$ cat src/rtl/id_stage_q.sv
// Instruction-decode stage with a small instruction queue in front of a registered
// decode output. It interlocks one cycle on load-use and holds in a trap state until redirected.
module id_stage_q #(
  parameter int unsigned DEPTH          = 4,
  parameter logic [31:0] MTVEC_BASE     = 32'h0000_0F40,
  parameter bit          LOAD_USE_STALL = 1'b1
) (
  input  logic        clk,
  input  logic        rst_n,
  input  logic        in_valid,
  output logic        in_ready,
  input  logic [31:0] inst_i,
  input  logic [31:0] inst_addr_i,
  output logic [4:0]  rs1_addr_o,
  output logic [4:0]  rs2_addr_o,
  input  logic [31:0] rs1_data_i,
  input  logic [31:0] rs2_data_i,
  output logic        out_valid,
  input  logic        out_ready,
  input  logic        flush_i,
  output logic [31:0] inst_o,
  output logic [31:0] inst_addr_o,
  output logic [31:0] op1_o,
  output logic [31:0] op2_o,
  output logic [4:0]  rd_addr_o,
  output logic        reg_wen_o,
  output logic [31:0] base_addr_o,
  output logic [31:0] offset_addr_o,
  output logic        mem_rd_req_o,
  output logic [31:0] mem_rd_addr_o,
  output logic        illegal_o,
  output logic        trap_o,
  output logic [31:0] mepc_o,
  output logic [5:0]  mcause_o,
  output logic [31:0] mtvec_o
);

  localparam int unsigned AW       = $clog2(DEPTH);
  localparam logic [AW:0] CNT_FULL = (AW+1)'(DEPTH);

  localparam logic [6:0] OP_IMM    = 7'b0010011;
  localparam logic [6:0] OP_REG    = 7'b0110011;
  localparam logic [6:0] OP_LOAD   = 7'b0000011;
  localparam logic [6:0] OP_STORE  = 7'b0100011;
  localparam logic [6:0] OP_BRANCH = 7'b1100011;
  localparam logic [6:0] OP_JAL    = 7'b1101111;
  localparam logic [6:0] OP_JALR   = 7'b1100111;
  localparam logic [6:0] OP_LUI    = 7'b0110111;
  localparam logic [6:0] OP_AUIPC  = 7'b0010111;
  localparam logic [6:0] OP_SYSTEM = 7'b1110011;

  typedef enum logic [1:0] {ST_RUN, ST_STALL, ST_TRAP} state_e;

  typedef struct packed {
    logic [31:0] inst;
    logic [31:0] addr;
    logic [31:0] op1;
    logic [31:0] op2;
    logic [4:0]  rd;
    logic        reg_wen;
    logic [31:0] base;
    logic [31:0] offset;
    logic        mem_rd_req;
    logic [31:0] mem_rd_addr;
    logic        illegal;
    logic        trap;
    logic [31:0] mepc;
    logic [5:0]  mcause;
    logic [31:0] mtvec;
  } out_t;

  state_e        state_q, state_d;
  logic [AW-1:0] wr_ptr_q, wr_ptr_d, rd_ptr_q, rd_ptr_d;
  logic [AW:0]   count_q, count_d;
  out_t          out_q, out_d;
  logic          out_valid_q, out_valid_d;
  logic [4:0]    last_rd_q, last_rd_d;
  logic [63:0]   mem_q [DEPTH];

  logic        empty, full, push, issue, hit;
  logic [31:0] head_inst, head_pc;
  logic [31:0] imm_i, imm_s, imm_b, imm_j, imm_u;
  logic [6:0]  opcode, funct7;
  logic [2:0]  funct3;
  logic [4:0]  rd;
  logic        legal, use_rs1, use_rs2;
  out_t        dec;

  assign empty    = (count_q == '0);
  assign full     = (count_q == CNT_FULL);
  assign in_ready = !full && !flush_i;
  assign push     = in_valid && in_ready;

  // NOTE: queue storage carries no reset; only pointers and count qualify its contents.
  always_ff @(posedge clk) begin
    if (push) mem_q[wr_ptr_q] <= {inst_i, inst_addr_i};
  end

  assign head_inst  = mem_q[rd_ptr_q][63:32];
  assign head_pc    = mem_q[rd_ptr_q][31:0];
  assign rs1_addr_o = head_inst[19:15];
  assign rs2_addr_o = head_inst[24:20];
  assign opcode     = head_inst[6:0];
  assign rd         = head_inst[11:7];
  assign funct3     = head_inst[14:12];
  assign funct7     = head_inst[31:25];
  assign imm_i      = {{20{head_inst[31]}}, head_inst[31:20]};
  assign imm_s      = {{20{head_inst[31]}}, head_inst[31:25], head_inst[11:7]};
  assign imm_b      = {{19{head_inst[31]}}, head_inst[31], head_inst[7], head_inst[30:25],
                       head_inst[11:8], 1'b0};
  assign imm_j      = {{11{head_inst[31]}}, head_inst[31], head_inst[19:12], head_inst[20],
                       head_inst[30:21], 1'b0};
  assign imm_u      = {head_inst[31:12], 12'b0};

  // NOTE: every decode output gets a default first so no path leaves a latch behind.
  always_comb begin
    dec      = '0;
    dec.inst = head_inst;
    dec.addr = head_pc;
    legal    = 1'b1;
    use_rs1  = 1'b0;
    use_rs2  = 1'b0;
    case (opcode)
      OP_IMM: begin
        use_rs1     = 1'b1;
        dec.reg_wen = 1'b1;
        dec.rd      = rd;
        dec.op1     = rs1_data_i;
        if (funct3 == 3'b001 || funct3 == 3'b101) begin
          dec.op2 = {27'b0, head_inst[24:20]};
          legal   = (funct7 == 7'b0) || (funct3 == 3'b101 && funct7 == 7'b0100000);
        end else begin
          dec.op2 = imm_i;
        end
      end
      OP_REG: begin
        use_rs1     = 1'b1;
        use_rs2     = 1'b1;
        dec.reg_wen = 1'b1;
        dec.rd      = rd;
        dec.op1     = rs1_data_i;
        dec.op2     = rs2_data_i;
        legal       = (funct7 == 7'b0) || (funct7 == 7'b0000001) ||
                      (funct7 == 7'b0100000 && (funct3 == 3'b000 || funct3 == 3'b101));
      end
      OP_LOAD: begin
        use_rs1         = 1'b1;
        dec.reg_wen     = 1'b1;
        dec.rd          = rd;
        dec.op1         = rs1_data_i;
        dec.op2         = imm_i;
        dec.mem_rd_req  = 1'b1;
        dec.mem_rd_addr = rs1_data_i + imm_i;
        legal           = (funct3 != 3'b011) && (funct3 != 3'b110) && (funct3 != 3'b111);
      end
      OP_STORE: begin
        use_rs1    = 1'b1;
        use_rs2    = 1'b1;
        dec.op1    = rs1_data_i;
        dec.op2    = rs2_data_i;
        dec.base   = rs1_data_i;
        dec.offset = imm_s;
        legal      = (funct3 == 3'b000) || (funct3 == 3'b001) || (funct3 == 3'b010);
      end
      OP_BRANCH: begin
        use_rs1    = 1'b1;
        use_rs2    = 1'b1;
        dec.op1    = rs1_data_i;
        dec.op2    = rs2_data_i;
        dec.base   = head_pc;
        dec.offset = imm_b;
        legal      = (funct3 != 3'b010) && (funct3 != 3'b011);
      end
      OP_JAL: begin
        dec.reg_wen = 1'b1;
        dec.rd      = rd;
        dec.op1     = head_pc;
        dec.op2     = 32'd4;
        dec.base    = head_pc;
        dec.offset  = imm_j;
      end
      OP_JALR: begin
        use_rs1     = 1'b1;
        dec.reg_wen = 1'b1;
        dec.rd      = rd;
        dec.op1     = head_pc;
        dec.op2     = 32'd4;
        dec.base    = rs1_data_i;
        dec.offset  = imm_i;
        legal       = (funct3 == 3'b000);
      end
      OP_LUI: begin
        dec.reg_wen = 1'b1;
        dec.rd      = rd;
        dec.op1     = imm_u;
      end
      OP_AUIPC: begin
        dec.reg_wen = 1'b1;
        dec.rd      = rd;
        dec.op1     = imm_u;
        dec.op2     = head_pc;
      end
      OP_SYSTEM: begin
        if (head_inst == 32'h0000_0073 || head_inst == 32'h0010_0073) begin
          dec.trap   = 1'b1;
          dec.mcause = head_inst[20] ? 6'd3 : 6'd11;
          dec.mepc   = head_pc;
          dec.mtvec  = MTVEC_BASE;
          dec.base   = head_pc;
          dec.offset = MTVEC_BASE - head_pc;
        end else begin
          legal = 1'b0;
        end
      end
      default: legal = 1'b0;
    endcase
    if (!legal) begin
      dec         = '0;
      dec.inst    = head_inst;
      dec.addr    = head_pc;
      dec.illegal = 1'b1;
      use_rs1     = 1'b0;
      use_rs2     = 1'b0;
    end
  end

  assign hit = LOAD_USE_STALL && (state_q == ST_RUN) && !empty && (last_rd_q != 5'd0) &&
               ((use_rs1 && rs1_addr_o == last_rd_q) || (use_rs2 && rs2_addr_o == last_rd_q));

  // The cycle spent in STALL is the bubble; the head may issue at its end.
  assign issue = !flush_i && !empty && (state_q != ST_TRAP) && !hit &&
                 (!out_valid_q || out_ready);

  always_comb begin
    state_d     = state_q;
    wr_ptr_d    = wr_ptr_q;
    rd_ptr_d    = rd_ptr_q;
    count_d     = count_q;
    out_d       = out_q;
    out_valid_d = out_valid_q;
    last_rd_d   = last_rd_q;
    if (flush_i) begin
      state_d     = ST_RUN;
      wr_ptr_d    = '0;
      rd_ptr_d    = '0;
      count_d     = '0;
      out_valid_d = 1'b0;
      last_rd_d   = 5'd0;
    end else begin
      if (push) wr_ptr_d = wr_ptr_q + AW'(1);
      if (issue) rd_ptr_d = rd_ptr_q + AW'(1);
      case ({push, issue})
        2'b10:   count_d = count_q + (AW+1)'(1);
        2'b01:   count_d = count_q - (AW+1)'(1);
        default: count_d = count_q;
      endcase
      if (issue) begin
        out_d       = dec;
        out_valid_d = 1'b1;
        last_rd_d   = dec.mem_rd_req ? dec.rd : 5'd0;
      end else if (out_ready) begin
        out_valid_d = 1'b0;
      end
      case (state_q)
        ST_RUN: begin
          if (hit) begin
            state_d   = ST_STALL;
            last_rd_d = 5'd0;
          end else if (issue && dec.trap) begin
            state_d = ST_TRAP;
          end
        end
        ST_STALL: state_d = (issue && dec.trap) ? ST_TRAP : ST_RUN;
        default:  state_d = ST_TRAP;
      endcase
    end
  end

  // NOTE: state registers use non-blocking assignment so all of them update together.
  always_ff @(posedge clk or negedge rst_n) begin
    if (!rst_n) begin
      state_q     <= ST_RUN;
      wr_ptr_q    <= '0;
      rd_ptr_q    <= '0;
      count_q     <= '0;
      out_q       <= '0;
      out_valid_q <= 1'b0;
      last_rd_q   <= 5'd0;
    end else begin
      state_q     <= state_d;
      wr_ptr_q    <= wr_ptr_d;
      rd_ptr_q    <= rd_ptr_d;
      count_q     <= count_d;
      out_q       <= out_d;
      out_valid_q <= out_valid_d;
      last_rd_q   <= last_rd_d;
    end
  end

  assign out_valid     = out_valid_q;
  assign inst_o        = out_q.inst;
  assign inst_addr_o   = out_q.addr;
  assign op1_o         = out_q.op1;
  assign op2_o         = out_q.op2;
  assign rd_addr_o     = out_q.rd;
  assign reg_wen_o     = out_q.reg_wen;
  assign base_addr_o   = out_q.base;
  assign offset_addr_o = out_q.offset;
  assign mem_rd_req_o  = out_q.mem_rd_req;
  assign mem_rd_addr_o = out_q.mem_rd_addr;
  assign illegal_o     = out_q.illegal;
  assign trap_o        = out_q.trap;
  assign mepc_o        = out_q.mepc;
  assign mcause_o      = out_q.mcause;
  assign mtvec_o       = out_q.mtvec;

endmodule
$ cat config.mk
export PLATFORM = sky130hd
export DESIGN_NAME = id_stage_q
export DESIGN_NICKNAME = d
export VERILOG_FILES = /design/src/rtl/id_stage_q.sv
export SDC_FILE = /design/constraint.sdc
export NUM_CORES = 1
export LEC_CHECK = 0
export BUFFER_PORTS_ARGS = -buffer_cell sky130_fd_sc_hd__buf_4
export CAP_MARGIN = 0
export CORE_ASPECT_RATIO = 1.1
export CORE_MARGIN = 2
export CORE_UTILIZATION = 60
export DETAILED_ROUTE_END_ITERATION = 7
export PLACE_DENSITY_LB_ADDON = 0.08
export SYNTH_ARGS = -nofsm -noshare
export SYNTH_HDL_FRONTEND = slang
export SYNTH_SLANG_ARGS = --single-unit
$ cat constraint.sdc
create_clock -name clk -period 7.8 [get_ports clk]
set_input_delay 1.17 -clock clk [delete_from_list [all_inputs] [get_ports clk]]
set_output_delay 1.17 -clock clk [all_outputs]
set_load 0.01 [all_outputs]
# --- Word level (Yosys, flattened, before mapping) ---
# Memory sizes are Yosys's and may differ from the RTL's.
# Index checks and enable logic that the tools add are counted.
classes:
  addsub: 6
  n_eq_ne: 29
  n_mux: 39
  bitwise_logic: 1
  n_reduce_logical: 49
op_table:
  columns: ["op", "count"]
  rows:
  - ["64-bit one-hot mux with 5 select lines", 1]
  - ["239-bit two-way mux", 1]
  - ["32-bit one-hot mux with 5 select lines", 1]
  - ["71-bit two-way mux", 2]
  - ["32-bit one-hot mux with 3 select lines", 1]
  - ["64-bit two-way mux", 1]
  - ["33-bit two-way mux", 1]
  - ["32-bit adder", 1]
  - ["32-bit by 21-bit == test with 1-bit output, second input constant", 1]
  - ["32-bit by 7-bit == test with 1-bit output, second input constant", 1]
  - ["32-bit two-way mux", 1]
  - ["12-bit by 32-bit subtractor with 32-bit output, first input constant", 1]
  - ["7-bit by 6-bit == test with 1-bit output, second input constant", 4]
  - ["7-bit == test, second input constant", 4]
  - ["5-bit two-way mux", 5]
  - ["1-bit logical AND", 17]
  - ["2-bit two-way mux", 8]
  - ["7-bit by 5-bit == test with 1-bit output, second input constant", 2]
  - ["1-bit two-way mux", 11]
  - ["5-bit == test", 2]
  - ["1-bit logical OR", 10]
  - ["1-bit one-hot mux with 8 select lines", 1]
  - ["7-bit by 1-bit == test with 1-bit output, second input constant", 1]
  - ["7-bit by 2-bit == test with 1-bit output, second input constant", 1]
  - ["31 further kinds", 45]
totals:
  reg_bits: 318
  ram_bits: 256
  output_inout_bits: 315
  memories: 1
mem_list:
  columns: ["memory", "words", "word_bits", "read_ports", "rd_clocked_by_memory_dff", "wr", "line_no", "rtl"]
  rows:
  - ["mem_q", 4, 64, 1, 0, 1, "78", "logic [63:0] mem_q [DEPTH];"]

# --- Logic depth before layout (Yosys ltp) ---
# Gate-level depths: netlist of the first run.
# An unclocked memory read counts as a cell.
depth:
  depth_word: 18
  ltp_mapped: 15
  depth_no_buf: 12

# --- Worst setup path before layout of the first run ---
# Ideal clock, no wire load.
synth_timing:
  path_type: "register -> register"
  start: "register rd_ptr_q[0]"
  end: "register count_q[2]"
  arrival_time_ps: 3880
  t_required_ps: 7690
  setup_slack_ps: 3810
  path_stages_with_launch: 15
  path_buffers: 4
  path_cell_list: "dfrtp_1 > buf_6 > buf_2 > mux4_2 > buf_2 > nor4_1 > nand2_1 > nor4_1 > nor4_1 > a31oi_1 > clkbuf_1 > nor2_1 > fa_1 > and3_1 > o41ai_1"
synth_rtl:
  columns: ["item", "line_no", "rtl"]
  rows:
  - ["from (decl)", "73", "logic [AW-1:0] wr_ptr_q, wr_ptr_d, rd_ptr_q, rd_ptr_d;"]
  - ["from (signal assigned)", "292", "rd_ptr_q <= rd_ptr_d;"]
  - ["to (signal assigned)", "293", "count_q <= count_d;"]
  - ["to (decl)", "74", "logic [AW:0] count_q, count_d;"]

# --- Final worst setup path of the first run ---
layout_timing:
  start: "register rd_ptr_q[0]"
  end: "register out_q (netlist bit base_addr_o[8])"
layout_between:
  elab_chain_cells: 14
layout_rtl:
  columns: ["item", "line_no", "rtl"]
  rows:
  - ["memory 4 x 64 bit (*)", null, null]
  - ["parallel branches: the longest is 13 deep, another holds 32-bit by 7-bit == test with 1-bit output", null, null]
  - ["to (signal assigned)", "294", "out_q <= out_d;"]
  - ["to (decl)", "75", "out_t out_q, out_d;"]
# Mark *: on every way between the ends.
# A chain may end at the register's enable or synchronous reset.

==> results.md, run 1 <==
* Netlist Area Pre-Place at 23910 sq um
* Post-DP HPWL at 52400 um
* Max-cap viol count at 0
* H-tree depth at 2
* Via count at 18280
* Final Cycle Share at 76.63%
* Crit path kind: reg -> reg
* Mean area per synthesized cell at 12.30 sq um
* GP Congestion at 0.9228
* Number of cells on the worst reg-to-reg path at 10
* Top cells by area, synth: edfxtp_1 32%, dfrtp_1 29%, nand2_1 6.2%
* Critical Path RT at 8220 ps
* CTS Buffer Depth at 3
* Yosys top cell area share at 32.16%
* I/O pin count at 448
* DIE AREA at 41460 sq um
* CTS tree: yes
* Initial Util at 60.87%
* Total congestion overflow at 0
* Switch share at 37.08%
* CORE AREA at 39270 sq um
* Number of nets in the layout at 2461
* Flop pwr share at 37.0%
* Crit-path cells: mux4_1 -> nand3_1 -> nor3_2 -> buf_4 -> and2_1 -> nor4_1 -> and2_2 -> inv_1 -> nand3_2 -> o21ai_0
* HP Class: reg -> reg
* Nature of the critical path endpoint: register
* Worst-Margin Slew at 1254 ps
* Initial antenna violation count at 2
* GR Util All Layers at 37.31%
* Global-route wire length before repair at 113600 um
* Most frequent cells in the layout: 436 x buf_4, 395 x nand2_1, 279 x dfrtp_1, 256 x edfxtp_1, 91 x o21ai_0
* Sw power at 3.382 mW
* DRT Wirelength at 78090 um
* Failing checks: design-rule violations
* Vias in the first global route at 17430
* Largest net degree at the start of global routing at 253
* Worst slew margin at 16.41%
* Clock-pin slew on the worst setup and hold paths at 60 ps
* CTS Hold Buffers Added at 0
* Comb power frac at 34.3%
* Final Core Density at 73.77%
* Cts bufs inserted at 52
* Setup TNS at 0 ps
* Area after DPL at 27190 sq um
* Layout cells sized above 1 at 26.34%
* PortBufs at 417
* Synthesized flop and latch total at 537
* Final hold slack at 468.1 ps
* Capturing point of the worst reg2reg path: base_addr_o[8]
* FMAX at 167.3 MHz
* CP Max Fanout at 60
* 1st-iter DRT viols at 2496
* Antenna Nets Post-Route at 0
* Final Hold Viols at 0
* Die height at 213.4 um
* TritonCTS Sinks at 537
* Crit path launch: rd_ptr_q[0]
* Leakage at 12.45 nW
* Yosys warns at 0
* FP Rows at 76
* Seq/Total Area, Yosys at 61.57%
* DRC at 38
* CP endpoint: base_addr_o[8]
* Worst Skew at 18.75 ps
* Post-CTS Setup Bufs at 0
* Netlist cell types at 69
* Maximum vdd drop at 0.3684 mV
* RSZ-0062 raised after global routing: no
* Most common cell after layout, fill and taps aside: buf_4
* Worst-skew pair later-pin latency at 620 ps
* CP startpoint kind: register
* Via/cell ratio at 6.437
* Setup Viol. Count Final at 0
* Arr. time, crit path at 6400 ps
* Post-synth EDFFs at 256
* Clock group share of total power at 28.7%
* PwrDens at 314.8 nW/um^2
* Post-route cell area at 28970 sq um
* Ys async rst share at 52.33%
* Overall die width at 194.3 um
* Outcome: finished with violations
* Area Growth Syn to Fin at 21.19%
* DR WL/cell at 27.50 um
* Post_cts resized at 0
* Max stage delay on crit path at 1020 ps
* R2R Setup Slk at 1820 ps
* Reg-to-reg startpoint: rd_ptr_q[0]
* Ys flop type: dfrtp_1
* Root Driver: clkbuf_16
* Internal power at 5.738 mW
* Slowest CP cell: and2_2
* First-pass DRT Iterations at 8
* Area leader, netlist: edfxtp_1
* Synthesized netlist cell count at 1944
* Pins Over Slew Limit at 0
* Minimum clock period at 5977 ps
## final cells by class
cell class / instances / area (sq um)
Sequential cell: 537 / 14720
Tap cell: 507 / 634.4
Timing Repair Buffer: 438 / 3308
Antenna cell: 2 / 5.005
Clock buffer: 71 / 1494
Clock inverter: 24 / 285.3
Fill cell: 2612 / 10300
Inverter: 19 / 71.32
Multi-Input combinational cell: 1242 / 8449
## Yosys cell counts, drive strengths merged (33+ instances only)
master / count
clkbuf: 112
nand3: 41
nor2: 47
xnor2: 40
a222oi: 33
dfrtp: 281
o21ai: 116
nand2: 395
mux4: 64
buf: 63
edfxtp: 256
a22oi: 69
a22o: 35
ha: 36
a21oi: 52
## per-layer routing
layer	share of wire, %	global-route usage [%]	wire length [um]	vias up
met5	0	0	0	-
met4	4.2	15.20	3301	0
met3	10	7.235	7938	174
met2	47	59.09	37050	1179
met1	38	51.80	29790	9089
li1	-	-	-	7840
## power groups by stage
stage                     registers (mW)  logic, mW  clock network [mW]
after floorplan                     3.43       1.89                   0
after global routing                3.40       3.31                2.74
after detailed placement            3.43       3.05                   0
after global placement              3.42       3.01                   0
final                               3.38       3.13                2.62
after CTS                           3.38       3.07                2.63
## through the flow
step	setup slack, ps	cells	total power, mW
after global routing	1466	2840	9.456
after detailed placement	1961	2743	6.476
after floorplan	3810	1973	5.318
after CTS	1906	2838	9.078
final	1823	2840	9.120
after global placement	2096	2743	6.429
## state kept, by name, indices dropped and copies added, names as in the netlist, 2 cells and up
name           flops
rd_ptr_q           2
wr_ptr_q           2
op1_o             32
rd_addr_o          5
state_q            2
mepc_o            32
last_rd_q          5
inst_o            32
inst_addr_o       32
count_q            3
mcause_o           2
mem_q            256
offset_addr_o     32
op2_o             32
base_addr_o       32
mem_rd_addr_o     32
## how the worst min path moves through the flow
stage | slack [ps] | to | from | cells after the start
floorplan | 490 | wr_ptr_q[0] | wr_ptr_q[0] | 1
global placement | 450 | mepc_o[7] | mepc_o[7] | 2
detailed placement | 460 | mepc_o[10] | mepc_o[10] | 2
CTS | 470 | mepc_o[17] | mepc_o[17] | 2
global route | 480 | op2_o[27] | op2_o[27] | 1
finish | 470 | mepc_o[17] | mepc_o[17] | 2
## critical path, delay by kind of cell (launching register included)
kind / cells / cell delay [ps]
AND/OR/NAND/NOR: 6 / 3280
multiplexers: 1 / 770
flip-flops: 1 / 750
buffers and inverters: 2 / 650
AO/OA/AOI/OAI: 1 / 280
## cell families after synthesis
family	share of synthesized area [%]
AND/OR/NAND/NOR	10.74
flip-flops	61.57
AO/OA/AOI/OAI	13.19
buffers and inverters	3.915
multiplexers	6.129
XOR/XNOR	2.381
adder cells (fa/ha/maj)	2.052
other	0.01569
No activity file was read; power rests on OpenSTA's default activity.
==> run 2: changes to the inputs <==
--- a/config.mk
+++ b/config.mk
@@ -9,7 +9,7 @@
 export CAP_MARGIN = 0
 export CORE_ASPECT_RATIO = 1.1
 export CORE_MARGIN = 2
-export CORE_UTILIZATION = 60
+export CORE_UTILIZATION = 56
 export DETAILED_ROUTE_END_ITERATION = 7
 export PLACE_DENSITY_LB_ADDON = 0.08
 export SYNTH_ARGS = -nofsm -noshare
==> constraint.sdc (replaced) <==
create_clock -name clk -period 5.9 [get_ports clk]
set_input_delay 0.885 -clock clk [delete_from_list [all_inputs] [get_ports clk]]
set_output_delay 0.885 -clock clk [all_outputs]
set_load 0.01 [all_outputs]
==> run 2 against run 1 <==
Against the previous run:
- the run now ends clean
- combinational power up 33%
- global-route usage is 2.6 points lower
- die area increased by 7.0%
- clock skew is 5.5 ps lower
- critical endpoint is now base_addr_o[10]
- largest power group unchanged
==> results.md, run 2 (synthesis results as in run 1) <==
* FP Rows at 79 (was 76)
* Most common cell after layout, fill and taps aside: buf_4 (unchanged)
* CORE AREA at 42210 sq um (was 39270 sq um)
* Largest net degree at the start of global routing at 168 (was 253)
* Outcome: complete, no violations (was finished with violations)
* Clock group share of total power at 28.5% (was 28.7%)
* H-tree depth at 2 (unchanged)
* Most frequent cells in the layout: 446 x buf_4, 395 x nand2_1, 279 x dfrtp_1, 256 x edfxtp_1, 91 x o21ai_0 (was 436 x buf_4, 395 x nand2_1, 279 x dfrtp_1, 256 x edfxtp_1, 91 x o21ai_0)
* Post_cts resized at 0 (unchanged)
* Final Cycle Share at 87.64% (was 76.63%)
* Worst-skew pair later-pin latency at 610 ps (was 620 ps)
* CTS Buffer Depth at 3 (unchanged)
* HP Class: in -> async (was reg -> reg)
* Max-cap viol count at 0 (unchanged)
* Capturing point of the worst reg2reg path: base_addr_o[10] (was base_addr_o[8])
* CP startpoint kind: register (unchanged)
* CTS tree: yes (unchanged)
* Cts bufs inserted at 52 (unchanged)
* Crit path launch: rd_ptr_q[0] (unchanged)
* CP endpoint: base_addr_o[10] (was base_addr_o[8])
* Number of nets in the layout at 2474 (was 2461)
* Flop pwr share at 37.0% (about the same)
* Pins Over Slew Limit at 0 (unchanged)
* Leakage at 12.52 nW (was 12.45 nW)
* M2 GR Usage at 53.41% (was 59.09%)
* Number of cells on the worst reg-to-reg path at 10 (unchanged)
* Reg-to-reg startpoint: rd_ptr_q[0] (unchanged)
* Minimum clock period at 5170 ps (was 5977 ps)
* FMAX at 193.4 MHz (was 167.3 MHz)
* Layout cells sized above 1 at 26.54% (was 26.34%)
* Final Hold Viols at 0 (unchanged)
* Vias in the first global route at 17210 (was 17430)
* I/O pin count at 448 (unchanged)
* Setup TNS at 0 ps (unchanged)
* GP Congestion at 0.9859 (was 0.9228)
* 1st-iter DRT viols at 2190 (was 2496)
* Crit path kind: reg -> reg (unchanged)
* TritonCTS Sinks at 537 (unchanged)
* DRT Wirelength at 77660 um (was 78090 um)
* Die height at 220.7 um (was 213.4 um)
* Global-route wire length before repair at 113200 um (was 113600 um)
* DRC at 0 (was 38)
* Overall die width at 201 um (was 194.3 um)
* Nature of the critical path endpoint: register (unchanged)
* Total congestion overflow at 0 (unchanged)
* Critical Path RT at 6410 ps (was 8220 ps)
* PwrDens at 415.1 nW/um^2 (was 314.8 nW/um^2)
* Worst slew margin at 33.29% (was 16.41%)
* Max reg flops at 256 (unchanged)
* Final Core Density at 69.09% (was 73.77%)
* Diode count at 0 (was 2)
* Switch share at 37.02% (was 37.08%)
* Pre-CTS WS at 764.2 ps (was 1961 ps)
* Comb power frac at 34.5% (was 34.3%)
* Met1 Resource Use GR at 48.70% (was 51.80%)
* Setup WS post-layout at 729.5 ps (was 1823 ps)
* First-pass DRT Iterations at 6 (was 8)
* Root Driver: clkbuf_16 (unchanged)
* Maximum vdd drop at 0.5013 mV (was 0.3684 mV)
* Post-CTS Setup Bufs at 0 (unchanged)
* Initial Util at 56.64% (was 60.87%)
* GR Util All Layers at 34.72% (was 37.31%)
* Grt peak-use layer: met2 (unchanged)
* GR Layer Usage met3 at 6.465% (was 7.235%)
* Via count at 18290 (was 18280)
* DR WL/cell at 26.65 um (was 27.50 um)
* CTS Hold Buffers Added at 0 (unchanged)
* R2R Setup Slk at 730 ps (was 1820 ps)
* Setup Viol. Count Final at 0 (unchanged)
* Post-DP HPWL at 53170 um (was 52400 um)
* Final hold slack at 192.5 ps (was 468.1 ps)
* CP Max Fanout at 37 (was 60)
* Clock-pin slew on the worst setup and hold paths at 70 ps (was 60 ps)
* Area Growth Syn to Fin at 21.97% (was 21.19%)
* Worst Skew at 13.24 ps (was 18.75 ps)
* Worst-Margin Slew at 999.6 ps (was 1254 ps)
* Most flop-heavy register: mem_q (unchanged)
* PortBufs at 417 (unchanged)
* Arr. time, crit path at 5690 ps (was 6400 ps)
* Sw power at 4.481 mW (was 3.382 mW)
* Internal power at 7.623 mW (was 5.738 mW)
* Via/cell ratio at 6.276 (was 6.437)
* Antenna Nets Post-Route at 0 (unchanged)
* RSZ-0062 raised after global routing: no (unchanged)
* DIE AREA at 44360 sq um (was 41460 sq um)
* Initial antenna violation count at 0 (was 2)
* Overall power consumption at 12.10 mW (was 9.120 mW)
[run 2: cell count changes in the layout (fill, tap and decap cells not counted), sizes merged]
cell / before / now
inv: 22 / 21
clkinv: 13 / 12
clkinvlp: 3 / 2
diode: 2 / 0
bufinv: 5 / 6
clkbuf: 71 / 76
buf: 438 / 451
[run 2: worst max-delay path, cell delays in order, from the launching register on]
cell     delay [ps]
dfrtp_4         810
mux4_1          780
nand3_1         210
nor3_2           70
and2_1          310
nor4_1          820
a21oi_1         370
nor2_4          560
nand3_2         560
buf_12          370
o21ai_0         200
[run 2: final cells by class]
type | instances | area, sq um
Fill cell | 3103 | 13050
Clock inverter | 22 | 300.3
Multi-Input combinational cell | 1242 | 8439
Sequential cell | 537 | 14720
Clock buffer | 76 | 1471
Tap cell | 567 | 709.4
Timing Repair Buffer | 451 | 3443
Inverter | 19 | 71.32
[run 2: how the worst min path moves through the flow]
stage / from / endpoint / cells after the start
2_1_floorplan: wr_ptr_q[0] / wr_ptr_q[0] / 1
3_3_place_gp: mepc_o[15] / mepc_o[15] / 2
3_5_place_dp: mepc_o[6] / mepc_o[6] / 2
4_1_cts: rst_n / op2_o[15] / 1
5_1_grt: rst_n / op2_o[17] / 1
6_report: rst_n / op2_o[22] / 1
[run 2: power groups by stage]
| stage | sequential, mW | clock (mW) | combinational (mW) |
|---|---|---|---|
| 6_report | 4.48 | 3.45 | 4.17 |
| 5_1_grt | 4.52 | 3.64 | 4.42 |
| 4_1_cts | 4.49 | 3.48 | 4.10 |
| 3_5_place_dp | 4.56 | 0 | 4.08 |
| 3_3_place_gp | 4.55 | 0 | 4.04 |
| 2_1_floorplan | 4.53 | 0 | 2.50 |
[run 2: per-layer routing]
metal  vias to the layer above  routed length [um]
met4                         0                3739
met1                      9177               31170
li1                       7881                   -
met3                       197                6881
met5                         -                   0
met2                      1032               35870
[run 2: per-stage QoR]
| step | cells | area [sq um] |
|---|---|---|
| floorplan | 1973 | 24020 |
| global placement | 2816 | 27390 |
| detailed placement | 2816 | 27390 |
| CTS | 2914 | 29160 |
| global route | 2914 | 29160 |
| finish | 2914 | 29160 |
